==> src/rtl/temporal_buffer_ctrl.sv <==
// Sequences one flip evaluation through the temporal clause buffer:
// fill all slots, take a slot selection, wait out the read latency, present the slot.
module temporal_buffer_ctrl #(
  parameter int NSAT         = 3,
  parameter int NSAT_BITS    = 2,
  parameter int READ_LATENCY = 1,
  parameter int COUNT_WIDTH  = 16
) (
  input  logic                   clk,
  input  logic                   reset,
  input  logic                   start_i,
  input  logic                   wr_valid_i,
  output logic                   wr_ready_o,
  output logic                   write_en_o,
  output logic [NSAT_BITS-1:0]   write_index_o,
  output logic                   full_o,
  input  logic                   sel_valid_i,
  input  logic [NSAT_BITS-1:0]   sel_index_i,
  output logic                   sel_ready_o,
  output logic [NSAT_BITS-1:0]   read_index_o,
  output logic                   out_valid_o,
  input  logic                   out_ready_i,
  output logic                   err_o,
  output logic [COUNT_WIDTH-1:0] batch_count_o
);

  typedef enum logic [2:0] {
    IDLE     = 3'd0,
    FILL     = 3'd1,
    WAIT_SEL = 3'd2,
    READ     = 3'd3,
    OUT      = 3'd4
  } state_t;

  localparam int                   EXT_W     = NSAT_BITS + 1;
  localparam logic [NSAT_BITS-1:0] LAST_SLOT = NSAT_BITS'(NSAT - 1);
  localparam logic [EXT_W-1:0]     NSAT_EXT  = EXT_W'(NSAT);
  localparam logic [2:0]           LAT_INIT  = 3'(READ_LATENCY);

  state_t                 state_r;
  state_t                 next_state_s;
  logic [NSAT_BITS-1:0]   wr_ptr_r;
  logic [NSAT_BITS-1:0]   read_index_r;
  logic [2:0]             lat_cnt_r;
  logic                   err_r;
  logic [COUNT_WIDTH-1:0] batch_count_r;

  logic write_fire_s;
  logic sel_fire_s;
  logic sel_ok_s;
  logic out_fire_s;

  // A coincident start_i wins over every handshake, so each fire is gated by it.
  assign write_fire_s = (state_r == FILL) && wr_valid_i && !start_i;
  assign sel_fire_s   = (state_r == WAIT_SEL) && sel_valid_i && !start_i;
  assign out_fire_s   = (state_r == OUT) && out_ready_i && !start_i;
  assign sel_ok_s     = ({1'b0, sel_index_i} < NSAT_EXT);

  // State register
  always_ff @(posedge clk) begin
    if (!reset) begin
      state_r <= IDLE;
    end else begin
      state_r <= next_state_s;
    end
  end

  // Next-state decode
  always_comb begin
    next_state_s = state_r;
    if (start_i) begin
      next_state_s = FILL;
    end else begin
      case (state_r)
        IDLE:     next_state_s = IDLE;
        FILL: begin
          if (wr_valid_i && (wr_ptr_r == LAST_SLOT)) next_state_s = WAIT_SEL;
          else                                       next_state_s = FILL;
        end
        WAIT_SEL: begin
          if (sel_valid_i && sel_ok_s) next_state_s = READ;
          else                         next_state_s = WAIT_SEL;
        end
        READ: begin
          if (lat_cnt_r <= 3'd1) next_state_s = OUT;
          else                   next_state_s = READ;
        end
        OUT: begin
          if (out_ready_i) next_state_s = FILL;
          else             next_state_s = OUT;
        end
        default:  next_state_s = IDLE;
      endcase
    end
  end

  // Slot pointer, read index, latency counter, sticky error and batch counter
  always_ff @(posedge clk) begin
    if (!reset) begin
      wr_ptr_r      <= {NSAT_BITS{1'b0}};
      read_index_r  <= {NSAT_BITS{1'b0}};
      lat_cnt_r     <= 3'd0;
      err_r         <= 1'b0;
      batch_count_r <= {COUNT_WIDTH{1'b0}};
    end else begin
      if (start_i || out_fire_s) begin
        wr_ptr_r <= {NSAT_BITS{1'b0}};
      end else if (write_fire_s) begin
        wr_ptr_r <= (wr_ptr_r == LAST_SLOT) ? {NSAT_BITS{1'b0}} : wr_ptr_r + NSAT_BITS'(1);
      end

      if (sel_fire_s && sel_ok_s) begin
        read_index_r <= sel_index_i;
        lat_cnt_r    <= LAT_INIT;
      end else if ((state_r == READ) && (lat_cnt_r != 3'd0)) begin
        lat_cnt_r <= lat_cnt_r - 3'd1;
      end

      if (sel_fire_s && !sel_ok_s) begin
        err_r <= 1'b1;
      end

      if (out_fire_s) begin
        batch_count_r <= batch_count_r + COUNT_WIDTH'(1);
      end
    end
  end

  // Handshake outputs decoded from the registered state
  always_comb begin
    wr_ready_o    = 1'b0;
    full_o        = 1'b0;
    sel_ready_o   = 1'b0;
    out_valid_o   = 1'b0;
    write_index_o = {NSAT_BITS{1'b0}};
    case (state_r)
      FILL: begin
        wr_ready_o    = 1'b1;
        write_index_o = wr_ptr_r;
      end
      WAIT_SEL: begin
        full_o      = 1'b1;
        sel_ready_o = 1'b1;
      end
      OUT:     out_valid_o = 1'b1;
      default: wr_ready_o  = 1'b0;
    endcase
    write_en_o = wr_valid_i && wr_ready_o;
  end

  assign read_index_o  = read_index_r;
  assign err_o         = err_r;
  assign batch_count_o = batch_count_r;

endmodule
==> config.mk <==
export PLATFORM = sky130hd
export DESIGN_NAME = temporal_buffer_ctrl
export DESIGN_NICKNAME = d
export VERILOG_FILES = /design/src/rtl/temporal_buffer_ctrl.sv
export SDC_FILE = /design/constraint.sdc
export NUM_CORES = 1
export LEC_CHECK = 0
export ABC_CLOCK_PERIOD_IN_PS = 2000
export BUFFER_PORTS_ARGS = -buffer_cell sky130_fd_sc_hd__clkbuf_2
export CORE_UTILIZATION = 47
export DETAILED_ROUTE_END_ITERATION = 7
export PLACE_DENSITY = 0.78
export SYNTH_ARGS = -nofsm -noshare
export SYNTH_HDL_FRONTEND = slang
export SYNTH_SLANG_ARGS = --single-unit
export TNS_END_PERCENT = 5
==> constraint.sdc <==
create_clock -name clk -period 2 [get_ports clk]
set_input_delay 0.3 -clock clk [delete_from_list [all_inputs] [get_ports clk]]
set_output_delay 0.3 -clock clk [all_outputs]
set_load 0.05 [all_outputs]
==> impl_metrics.py <==
metrics = {
    "outcome": {
        "outcome": "finished clean",
    },
    "die": {
        "floorplan.die.height_um": 56.3,
        "top_level_ports": 34,
        "core_area_sq_um": 2780,
        "core.rowCount": 19,
        "design.die.area_sq_um": 3170,
        "fp.dieW_um": 56.3,
        "start_util": 0.498,
    },
    "layout": {
        "finish.cell_count_without_fillers": 225,
        "layout_common_cells": "sky130_fd_sc_hd__clkbuf_2, sky130_fd_sc_hd__dfxtp_1, sky130_fd_sc_hd__nor2_1",
        "drive_above_1_share": 0.273,
        "multiInputGateArea_sq_um": 763,
        "postLayoutCoreUtil": 0.576,
        "most_common_cell_after_layout_fill_and_taps_aside": "sky130_fd_sc_hd__clkbuf_2",
        "final_area_sq_um": 1600,
        "n_fill_cell": 254,
        "num_antenna_cells": 0,
        "seq_area_sq_um": 548,
        "final_nets": 207,
        "layout-area-overhead-vs-synth_pct": 15.8,
    },
    "timing": {
        "timing.final.hold_violations": 0,
        "holdWs_ns": 0.243,
        "transition_time_at_the_pin_with_the_least_slew_margin_ns": 0.594,
        "post-route-worst-setup-slack_ns": 0.0986,
        "slew_violations": 0,
        "setup_viol_count_final": 0,
        "clock-skew-final_ns": 0.00928,
        "finalSetupTns_ns": 0,
        "fmaxAchievable_mhz": 526,
        "grt_setup_unrepaired": "false",
        "final_cycle_share": 0.951,
        "relative_slew_margins": 0.604,
        "layout_min_cycle_time_ns": 1.90,
    },
    "min_path": {
        "worst_min_delay_path_class": "in -> reg",
        "holdPathStages": 3,
    },
    "pwr": {
        "cellPowerDensity_nw_per_um2": 522,
        "total_power_mw": 0.837,
        "power.static_leakage_nw": 0.646,
        "vdd_drop_max_mv": 0.425,
    },
    "critical_path": {
        "setup.worst_path.end_class": "output port",
        "r2r_cells": 4,
        "setup.worst_path.start_class": "register",
        "critPathRequiredTime_ns": 1.70,
        "path_max_fanout": 8,
        "ff2ff_setup_slack_ns": 0.11,
        "worst-setup-path-type": "reg -> out",
        "arrival_ns": 1.60,
    },
    "clock_tree": {
        "root_buffer": "sky130_fd_sc_hd__clkbuf_4",
        "worst_setup_hold_path_clk_slew_ns": 0.15,
        "worst_skew_pair.late_latency_ns": 0.32,
        "tritoncts_num_sinks": 27,
        "cts_repair_resize_count": 0,
        "clock_tree.htree_level_count": 1,
        "cts_max_path_buffers": 2,
        "cts_buffers": 3,
        "cts_hold_buf": 0,
        "cts_setup_buffers": 0,
        "cts_tree": "done",
    },
    "global_routing": {
        "grt_first_pass_wirelength_um": 5020,
        "globalRoute.totalOverflow": 0,
        "grt_max_degree": 21,
        "global_route.usage.total": 0.194,
        "grt_antenna_before_repair": 0,
        "grt_pass1_vias": 1208,
    },
    "synthesis": {
        "synth_ff_type": "sky130_fd_sc_hd__dfxtp_1",
        "yosysSeqAreaShare": 0.391,
        "synth_enable_flop_cells": 0,
        "synth_simple_gate_area_share": 0.307,
        "synth.yosys.warnings": 0,
        "yosys.cell_types.count": 42,
        "postSynthRegisterBits": 27,
        "post_synth_fa_ha_maj_area_fraction": 0.0362,
        "async_reset_ff_frac": 0,
        "dominant_combinational_cell_family_by_area_after_synthesis": "simple AND/OR/NAND/NOR gates",
        "synth_fp_nets": 172,
        "postSynthAreaPerCell_sq_um": 8.65,
        "synth_xor_xnor_area_share": 0.0633,
        "synth_compound_area_frac": 0.131,
        "netlist_area_sq_um": 1380,
        "syn-instance-count": 160,
        "synthMuxAreaShare": 0.0145,
    },
    "route": {
        "via_count": 1270,
        "detail_route.iter0.violations": 45,
        "drc": 0,
        "routedWlPerCell_um": 13.0,
        "drt-total-wl_um": 2930,
        "detail-route-antenna-nets": 0,
        "viasPerCell": 5.64,
        "drtPass1Iterations": 4,
    },
    "placement": {
        "place_hpwl_um": 2180,
        "cell_count_after_placement": 221,
        "dpl_cell_area_sq_um": 1580,
        "buffer_ports.inserted": 33,
        "placement.setup.worst_slack_ns": 0.0443,
        "gp_routability_congestion": 0.760,
    },
    "job": {
        "drv_cap": 0,
    },
}
critical path: stages (launching register included):
cell and delay (ns):
sky130_fd_sc_hd__dfxtp_1 0.37, sky130_fd_sc_hd__buf_4 0.15, sky130_fd_sc_hd__nor2b_1 0.27, sky130_fd_sc_hd__and2_1 0.20, sky130_fd_sc_hd__clkbuf_2 0.28
per-layer routing:
layer / up-vias / share of wire / GRT usage
met2: 36 / 0.49 / 0.333
met4: 0 / 0.0055 / 0.0662
met3: 2 / 0.042 / 0.0323
met1: 594 / 0.47 / 0.248
met5: - / 0 / 0
li1: 638 / - / -
synthesized netlist by cell type (2+ instances only):
library cell	n	area, sq um
sky130_fd_sc_hd__dfxtp_1	27	541
sky130_fd_sc_hd__nor2_1	17	63.8
sky130_fd_sc_hd__a21oi_1	12	60.1
sky130_fd_sc_hd__nand2_1	11	41.3
sky130_fd_sc_hd__xnor2_1	10	87.6
sky130_fd_sc_hd__inv_1	8	30.0
sky130_fd_sc_hd__o21ai_0	6	30.0
sky130_fd_sc_hd__nor4_1	5	31.3
sky130_fd_sc_hd__o31ai_1	5	37.5
sky130_fd_sc_hd__or4_1	5	37.5
sky130_fd_sc_hd__and2_1	4	25.0
sky130_fd_sc_hd__ha_1	4	50.1
sky130_fd_sc_hd__nand3_1	4	20.0
sky130_fd_sc_hd__nand4_1	4	25.0
sky130_fd_sc_hd__clkbuf_1	3	11.3
sky130_fd_sc_hd__nand3b_1	3	22.5
sky130_fd_sc_hd__a211oi_1	2	15.0
sky130_fd_sc_hd__buf_6	2	22.5
sky130_fd_sc_hd__mux2i_1	2	20.0
sky130_fd_sc_hd__nand2b_1	2	12.5
sky130_fd_sc_hd__nor3b_1	2	15.0
sky130_fd_sc_hd__or3_1	2	12.5
flip-flops by register name (all words and copies together), names as in the netlist:
register and cells:
lat_cnt_r 3, err_o 1, batch_count_o 16, read_index_o 2, wr_ptr_r 2, state_r 3
final timing paths:
kind / from / to
max: state_r[1] / sel_ready_o
min: reset / state_r[0]
max reg2reg: state_r[0] / batch_count_o[12]
min reg2reg: err_o / err_o
where the power goes:
group / switching, mW / leakage, nW / total (mW) / internal [mW]
Combinational: 0.0383 / 0.408 / 0.0584 / 0.0201
Clock: 0.163 / 0.0177 / 0.238 / 0.0749
Sequential: 0.00106 / 0.221 / 0.541 / 0.540
Total: 0.202 / 0.646 / 0.837 / 0.635
cell type report:
type / count / area share
multi-input cells: 118 / 0.476
repair buffers: 37 / 0.122
well taps: 31 / 0.0242
flip-flops and latches: 27 / 0.342
clock inverters: 1 / 0.00312
clock buffers: 3 / 0.0141
inverters: 8 / 0.0187
cell families after synthesis:
family / Yosys count
AND/OR/NAND/NOR: 72
AO/OA/AOI/OAI: 30
flip-flops: 27
buffers and inverters: 15
XOR/XNOR: 10
adder cells (fa/ha/maj): 4
multiplexers: 2
No activity file was read; power rests on OpenSTA's default activity.
